===== src/rtl/k12_pkg.sv =====
// k12 fetch-unit shared definitions: fetch state encoding, widths and PC steps.
package k12_pkg;

  localparam int unsigned K12_INST_W = 16;
  localparam int unsigned K12_ADDR_W = 16;

  localparam logic [1:0] K12_SKIP_OPC = 2'b11;

  localparam logic [K12_ADDR_W-1:0] K12_PC_INC      = 16'd2;
  localparam logic [K12_ADDR_W-1:0] K12_PC_SKIP_INC = 16'd4;

  typedef enum logic [1:0] {
    START,
    FETCH_HI,
    FETCH_LO,
    HOLD
  } fetch_state_e;

endpackage


===== src/rtl/k12_fetch_buf.sv =====
// k12 one-entry prefetch buffer: fetches one 16-bit instruction (big-endian,
// two byte transactions) and holds it until taken or flushed. A flush that
// arrives mid-transaction lets the transaction finish and drops its data.
module k12_fetch_buf
  import k12_pkg::*;
(
  input  logic                  clk,
  input  logic                  rst_n,
  input  logic                  start,
  input  logic [K12_ADDR_W-1:0] start_addr,
  input  logic                  flush,
  input  logic                  take,
  input  logic                  mem_ack,
  input  logic [7:0]            mem_rdata,
  output logic                  busy,
  output logic                  full,
  output logic [K12_ADDR_W-1:0] addr,
  output logic [K12_INST_W-1:0] data
);

  logic                  busy_q, busy_d;
  logic                  lo_q, lo_d;
  logic                  full_q, full_d;
  logic                  discard_q, discard_d;
  logic [K12_ADDR_W-1:0] addr_q, addr_d;
  logic [K12_INST_W-1:0] data_q, data_d;

  // Byte assembly, fill/take bookkeeping and discard of abandoned fetches.
  always_comb begin
    busy_d    = busy_q;
    lo_d      = lo_q;
    full_d    = full_q;
    discard_d = discard_q;
    addr_d    = addr_q;
    data_d    = data_q;
    if (start && !busy_q) begin
      busy_d    = 1'b1;
      lo_d      = 1'b0;
      addr_d    = start_addr;
      discard_d = 1'b0;
    end
    if (busy_q && mem_ack) begin
      if (!lo_q) begin
        data_d[15:8] = mem_rdata;
        lo_d         = 1'b1;
        addr_d       = addr_q + 16'd1;
      end else begin
        data_d[7:0] = mem_rdata;
        busy_d      = 1'b0;
        lo_d        = 1'b0;
        full_d      = !discard_q;
        discard_d   = 1'b0;
      end
    end
    if (take) begin
      full_d = 1'b0;
    end
    // A flush empties the entry and poisons any transaction still in flight.
    if (flush) begin
      full_d    = 1'b0;
      discard_d = busy_d;
    end
  end

  // Buffer state registers.
  always_ff @(posedge clk or negedge rst_n) begin
    if (!rst_n) begin
      busy_q    <= 1'b0;
      lo_q      <= 1'b0;
      full_q    <= 1'b0;
      discard_q <= 1'b0;
      addr_q    <= '0;
      data_q    <= '0;
    end else begin
      busy_q    <= busy_d;
      lo_q      <= lo_d;
      full_q    <= full_d;
      discard_q <= discard_d;
      addr_q    <= addr_d;
      data_q    <= data_d;
    end
  end

  assign busy = busy_q;
  assign full = full_q;
  assign addr = addr_q;
  assign data = data_q;

endmodule


===== src/rtl/k12_fetch.sv =====
// k12 instruction fetch unit: assembles big-endian 16-bit instructions from a
// byte memory port, presents them with valid/ready, resolves jumps and
// conditional skips. Define K12_FETCH_PREFETCH_EN for a one-entry prefetch.
module k12_fetch
  import k12_pkg::*;
#(
  parameter logic [K12_ADDR_W-1:0] RESET_PC = 16'h0000,
  parameter logic [1:0]            SKIP_OPC = K12_SKIP_OPC
) (
  input  logic                  clk,
  input  logic                  rst_n,
  output logic [K12_ADDR_W-1:0] mem_addr,
  output logic                  mem_req,
  input  logic                  mem_ack,
  input  logic [7:0]            mem_rdata,
  output logic [K12_INST_W-1:0] inst,
  output logic                  inst_valid,
  input  logic                  inst_ready,
  input  logic                  cond,
  input  logic                  jump,
  input  logic [K12_ADDR_W-1:0] jump_target,
  output logic [K12_ADDR_W-1:0] pc
);

  localparam logic [K12_ADDR_W-1:0] RESET_PC_EVEN = {RESET_PC[K12_ADDR_W-1:1], 1'b0};

  fetch_state_e          state_q, state_d;
  logic [K12_ADDR_W-1:0] pc_q, pc_d;
  logic [K12_INST_W-1:0] inst_q, inst_d;
  logic                  inst_valid_q, inst_valid_d;
  logic                  mem_req_q, mem_req_d;
  logic [K12_ADDR_W-1:0] mem_addr_q, mem_addr_d;

  logic                  accept, skip_taken, redirect, core_ack, promote;
  logic [K12_ADDR_W-1:0] next_pc;
  logic [K12_INST_W-1:0] promote_inst;

  // Accept decode and next-PC selection (jump beats a taken skip).
  always_comb begin
    accept     = (state_q == HOLD) && inst_valid_q && inst_ready;
    skip_taken = (inst_q[15:14] == SKIP_OPC) && cond;
    redirect   = jump || skip_taken;
    if (jump) begin
      next_pc = jump_target & 16'hFFFE;
    end else if (skip_taken) begin
      next_pc = pc_q + K12_PC_SKIP_INC;
    end else begin
      next_pc = pc_q + K12_PC_INC;
    end
  end

`ifdef K12_FETCH_PREFETCH_EN
  logic                  buf_start, buf_take, buf_flush, buf_busy, buf_full;
  logic [K12_ADDR_W-1:0] buf_addr;
  logic [K12_INST_W-1:0] buf_data;

  // The buffer owns the memory port while busy; the core FSM waits it out
  // so a redirected fetch never cuts an outstanding request short.
  always_comb begin
    buf_start    = (state_q == HOLD) && !accept && !buf_busy && !buf_full;
    buf_take     = accept && !redirect && buf_full;
    buf_flush    = accept && !buf_take;
    promote      = buf_take;
    promote_inst = buf_data;
    core_ack     = mem_ack && !buf_busy;
    mem_req      = mem_req_q || buf_busy;
    mem_addr     = buf_busy ? buf_addr : mem_addr_q;
  end

  k12_fetch_buf u_buf (
    .clk        (clk),
    .rst_n      (rst_n),
    .start      (buf_start),
    .start_addr (pc_q + K12_PC_INC),
    .flush      (buf_flush),
    .take       (buf_take),
    .mem_ack    (mem_ack),
    .mem_rdata  (mem_rdata),
    .busy       (buf_busy),
    .full       (buf_full),
    .addr       (buf_addr),
    .data       (buf_data)
  );
`else
  // Without prefetch the core FSM is the only memory requester.
  always_comb begin
    promote      = 1'b0;
    promote_inst = '0;
    core_ack     = mem_ack;
    mem_req      = mem_req_q;
    mem_addr     = mem_addr_q;
  end
`endif

  // Fetch FSM next state; memory outputs are set one state ahead so they
  // come straight from flops.
  always_comb begin
    state_d      = state_q;
    pc_d         = pc_q;
    inst_d       = inst_q;
    inst_valid_d = inst_valid_q;
    mem_req_d    = mem_req_q;
    mem_addr_d   = mem_addr_q;
    case (state_q)
      START: begin
        state_d    = FETCH_HI;
        mem_req_d  = 1'b1;
        mem_addr_d = pc_q;
      end
      FETCH_HI: begin
        if (core_ack) begin
          inst_d[15:8] = mem_rdata;
          state_d      = FETCH_LO;
          mem_addr_d   = pc_q + 16'd1;
        end
      end
      FETCH_LO: begin
        if (core_ack) begin
          inst_d[7:0]  = mem_rdata;
          inst_valid_d = 1'b1;
          mem_req_d    = 1'b0;
          state_d      = HOLD;
        end
      end
      HOLD: begin
        if (accept) begin
          pc_d = next_pc;
          if (promote) begin
            inst_d = promote_inst;
          end else begin
            state_d      = FETCH_HI;
            inst_valid_d = 1'b0;
            mem_req_d    = 1'b1;
            mem_addr_d   = next_pc;
          end
        end
      end
      default: state_d = START;
    endcase
  end

  // Fetch state registers.
  always_ff @(posedge clk or negedge rst_n) begin
    if (!rst_n) begin
      state_q      <= START;
      pc_q         <= RESET_PC_EVEN;
      inst_q       <= '0;
      inst_valid_q <= 1'b0;
      mem_req_q    <= 1'b0;
      mem_addr_q   <= RESET_PC_EVEN;
    end else begin
      state_q      <= state_d;
      pc_q         <= pc_d;
      inst_q       <= inst_d;
      inst_valid_q <= inst_valid_d;
      mem_req_q    <= mem_req_d;
      mem_addr_q   <= mem_addr_d;
    end
  end

  assign inst       = inst_q;
  assign inst_valid = inst_valid_q;
  assign pc         = pc_q;

endmodule


===== config.mk =====
export PLATFORM = sky130hd
export DESIGN_NAME = k12_fetch
export DESIGN_NICKNAME = d
export VERILOG_FILES = /design/src/rtl/k12_pkg.sv /design/src/rtl/k12_fetch_buf.sv /design/src/rtl/k12_fetch.sv
export SDC_FILE = /design/constraint.sdc
export NUM_CORES = 1
export LEC_CHECK = 0
export CAP_MARGIN = 20
export CORE_ASPECT_RATIO = 0.6
export CORE_MARGIN = 2
export CORE_UTILIZATION = 45
export DETAILED_ROUTE_END_ITERATION = 6
export PLACE_DENSITY = 0.74
export SYNTH_ARGS = -nofsm -noshare
export SYNTH_HDL_FRONTEND = slang
export SYNTH_SLANG_ARGS = --single-unit
export TNS_END_PERCENT = 100

===== constraint.sdc =====
create_clock -name clk -period 4.5 [get_ports clk]
set_clock_uncertainty 0.2 [all_clocks]
set_input_delay 0.45 -clock clk [delete_from_list [all_inputs] [get_ports clk]]
set_output_delay 0.45 -clock clk [all_outputs]
set_load 0.03 [all_outputs]

==> flow_metrics.tcl <==
set metrics [dict create \
    synthXorXnorAreaFrac_pct 5.11 \
    antenna_found_initial 0 \
    syn_area_mm2 0.00325 \
    area.growth.synth_to_final_pct 29.3 \
    finalSetupViolations 0 \
    grt_pass1_vias 2916 \
    cpMaxStageDelayCell "nor2_1" \
    grt_pass1_wl_um 15300 \
    clock_sinks 52 \
    ant_nets 0 \
    vias 2972 \
    cp.arrival_ns 2.89 \
    seq_area_frac_synth_pct 40.0 \
    rsz0062_at_grt "no" \
    ys_top_cells_by_count "dfrtp_1 (52), nand2_1 (34), nor2_1 (26), o21ai_0 (26)" \
    htree_levels 2 \
    crit_chain "inv_1 > ha_1 > nor2_1 > o21ai_0 > a21oi_1 > a21oi_1 > o21ai_0" \
    chipWidth_um 114 \
    muxShareOfSynthArea_pct 8.07 \
    diodes 0 \
    drtIter0Drc 229 \
    max_slew_margin_pct 27.5 \
    power_density_mw_per_mm2 770 \
    synth_area_leaders "dfrtp_1 (40%), mux2_2 (6.2%), o21ai_0 (4.0%)" \
    clk_pin_slew_worst_paths_ns 0.07 \
    core_area_mm2 0.00685 \
    grt_max_degree 53 \
    synthCells 345 \
    yosysTopAreaCell "dfrtp_1" \
    start_kind "flop" \
    num-nets-final 450 \
    ys_types 57 \
    ir_drop_v 0.000400 \
    drc 0 \
    hold_violations 0 \
    synthAdderAreaFrac_pct 3.08 \
    fin_hold_ws_ns 0.0699 \
    end_kind "flop" \
    fin_setup_tns_ns 0 \
    root_buffer "clkbuf_16" \
    drv_cap 0 \
    synth-edff-count 0 \
    routed_wl_um 9320 \
    vias_per_cell 5.94 \
    crit_fanout 25 \
    timing.final.crit_period_ns 2.87 \
    cp_data_required_time_ns 4.51 \
    io_pins 80 \
    synth_simple_gate_area_share_pct 17.8 \
    slew_violations 0 \
    dr.pass1.iters 5 \
    status "finished clean" \
    gp_congestion 0.905 \
    synth_most_common_cell "dfrtp_1" \
    grt.overflow.total 0 \
    routedWlPerCell_um 18.6 \
    row_count 23 \
    clk_latency_ns 0.30 \
    async_flop_share_pct 100 \
    worst-setup-path-type "flop to flop" \
    ys_ff_latch 52 \
    worst_slew_pin_slew_ns 1.08 \
    grt_usage_pct 24.1 \
    post_cts_buffers 0 \
    cts_made_buffers 5 \
    syn_area_per_cell_um2 9.43 \
    max_freq_mhz 348 \
    synth_top_family_by_area "compound AO/OA/AOI/OAI gates" \
    dieArea_mm2 0.00795 \
    finalCritPeriodShare_pct 63.9 \
    io_buffers 78 \
    leakage_nw 1.66 \
    critPathMaxStageDelay_ns 0.97 \
    tritoncts "done" \
    die_h_um 69.9 \
    start_util_pct 47.5 \
    cts_resized 0 \
    hold_class "primary input to async pin" \
    synth_top_area_share_pct 40.0 \
    synth_warnings 0 \
    syn-num-nets 383 \
    cts_hold_buf 0 \
    synth-compound-area-share_pct 20.7 \
    hpwl_um 6470 \
    layout-drive-gt1-share_pct 10.2 \
    synth_flop_cell "dfrtp_1" \
    clockBufferDepth 2 \
]
critical path: cells and delay by family, from the launching register on:
family | cells | cell delay (ns)
adders and majority gates | 1 | 0.52
AOI/OAI and AO/OA | 4 | 0.59
and+or+nand+nor | 1 | 0.97
buffers and inverters | 1 | 0.09
DFF | 1 | 0.42
cell usage in the layout (no fill, tap or decap), drive strengths merged, types with 6 or more instances in the layout:
| cell type | synthesis | layout |
|---|---|---|
| o21ai | 28 | 28 |
| o31ai | 6 | 6 |
| nand2 | 34 | 34 |
| nand4 | 6 | 6 |
| mux2i | 6 | 6 |
| a21oi | 18 | 18 |
| xnor2 | 12 | 12 |
| a31oi | 7 | 7 |
| inv | 11 | 11 |
| mux2 | 18 | 18 |
| ha | 8 | 8 |
| nand2b | 6 | 6 |
| xor2 | 7 | 7 |
| nor3 | 9 | 9 |
| nor2 | 26 | 26 |
| a221oi | 6 | 6 |
| nor4 | 7 | 7 |
| dfrtp | 52 | 52 |
| nand3 | 7 | 7 |
| clkbuf | 7 | 6 |
| clkdlybuf4s50 | 0 | 77 |
layout make-up:
cell class / count / area, um2
fillers: 587 / 2640
well taps: 87 / 109
multi-input cells: 259 / 1780
flip-flops and latches: 52 / 1300
repair buffers: 82 / 806
clock buffers: 6 / 129
inverters: 12 / 45.0
clock inverters: 2 / 35.0
flip-flops by register name (all words and copies together), names as in the netlist:
register / cells
mem_addr: 16
inst: 16
inst_valid: 1
state_q: 2
mem_req: 1
pc: 16
routing by layer:
| layer | global-route usage (%) | wire length (um) | vias to the layer above |
|---|---|---|---|
| met1 | 35.6 | 4550 | 1453 |
| met3 | 4.60 | 590 | 8 |
| met2 | 37.1 | 4120 | 105 |
| li1 | - | - | 1406 |
| met4 | 5.01 | 68 | 0 |
| met5 | 0 | 0 | - |
logic make-up (layout without fill, tap and decap cells):
family,Yosys count,count (layout)
fa+ha+maj,8,8
xor+xnor,19,19
compound gates,98,98
simple gates,110,110
mux,24,24
flops,52,52
buf+inv,34,102
final timing paths:
check                             from      endpoint  slack [ns]  cells after the start
max in group asynchronous        rst_n         pc[5]        3.56                      2
setup / recovery            state_q[1]   mem_addr[4]        1.63                      7
min in group clk           mem_addr[7]   mem_addr[7]        0.30                      2
hold reg to reg            mem_addr[7]   mem_addr[7]        0.30                      2
hold / removal                   rst_n  mem_addr[10]        0.07                      2
setup reg to reg            state_q[1]   mem_addr[4]        1.63                      7
metrics by stage:
step                      util (%)  area [um2]  worst slack [ns]  power, W  instances
after floorplan                  -        3250              2.33   0.00213        345
after global placement        59.0        4040              1.51   0.00274        492
after detailed placement      59.0        4040              1.47   0.00279        492
after CTS                     61.4        4210              1.66   0.00324        500
after global routing          61.4        4210              1.45   0.00344        500
final                         61.4        4210              1.63   0.00324        500
where the power goes:
| group | internal [W] | switching, W | total, W |
|---|---|---|---|
| Clock | 0.000262 | 0.000175 | 0.000437 |
| Sequential | 0.000687 | 0.000270 | 0.000957 |
| Combinational | 0.000766 | 0.00108 | 0.00185 |
Power figures use the tool's default switching activity.
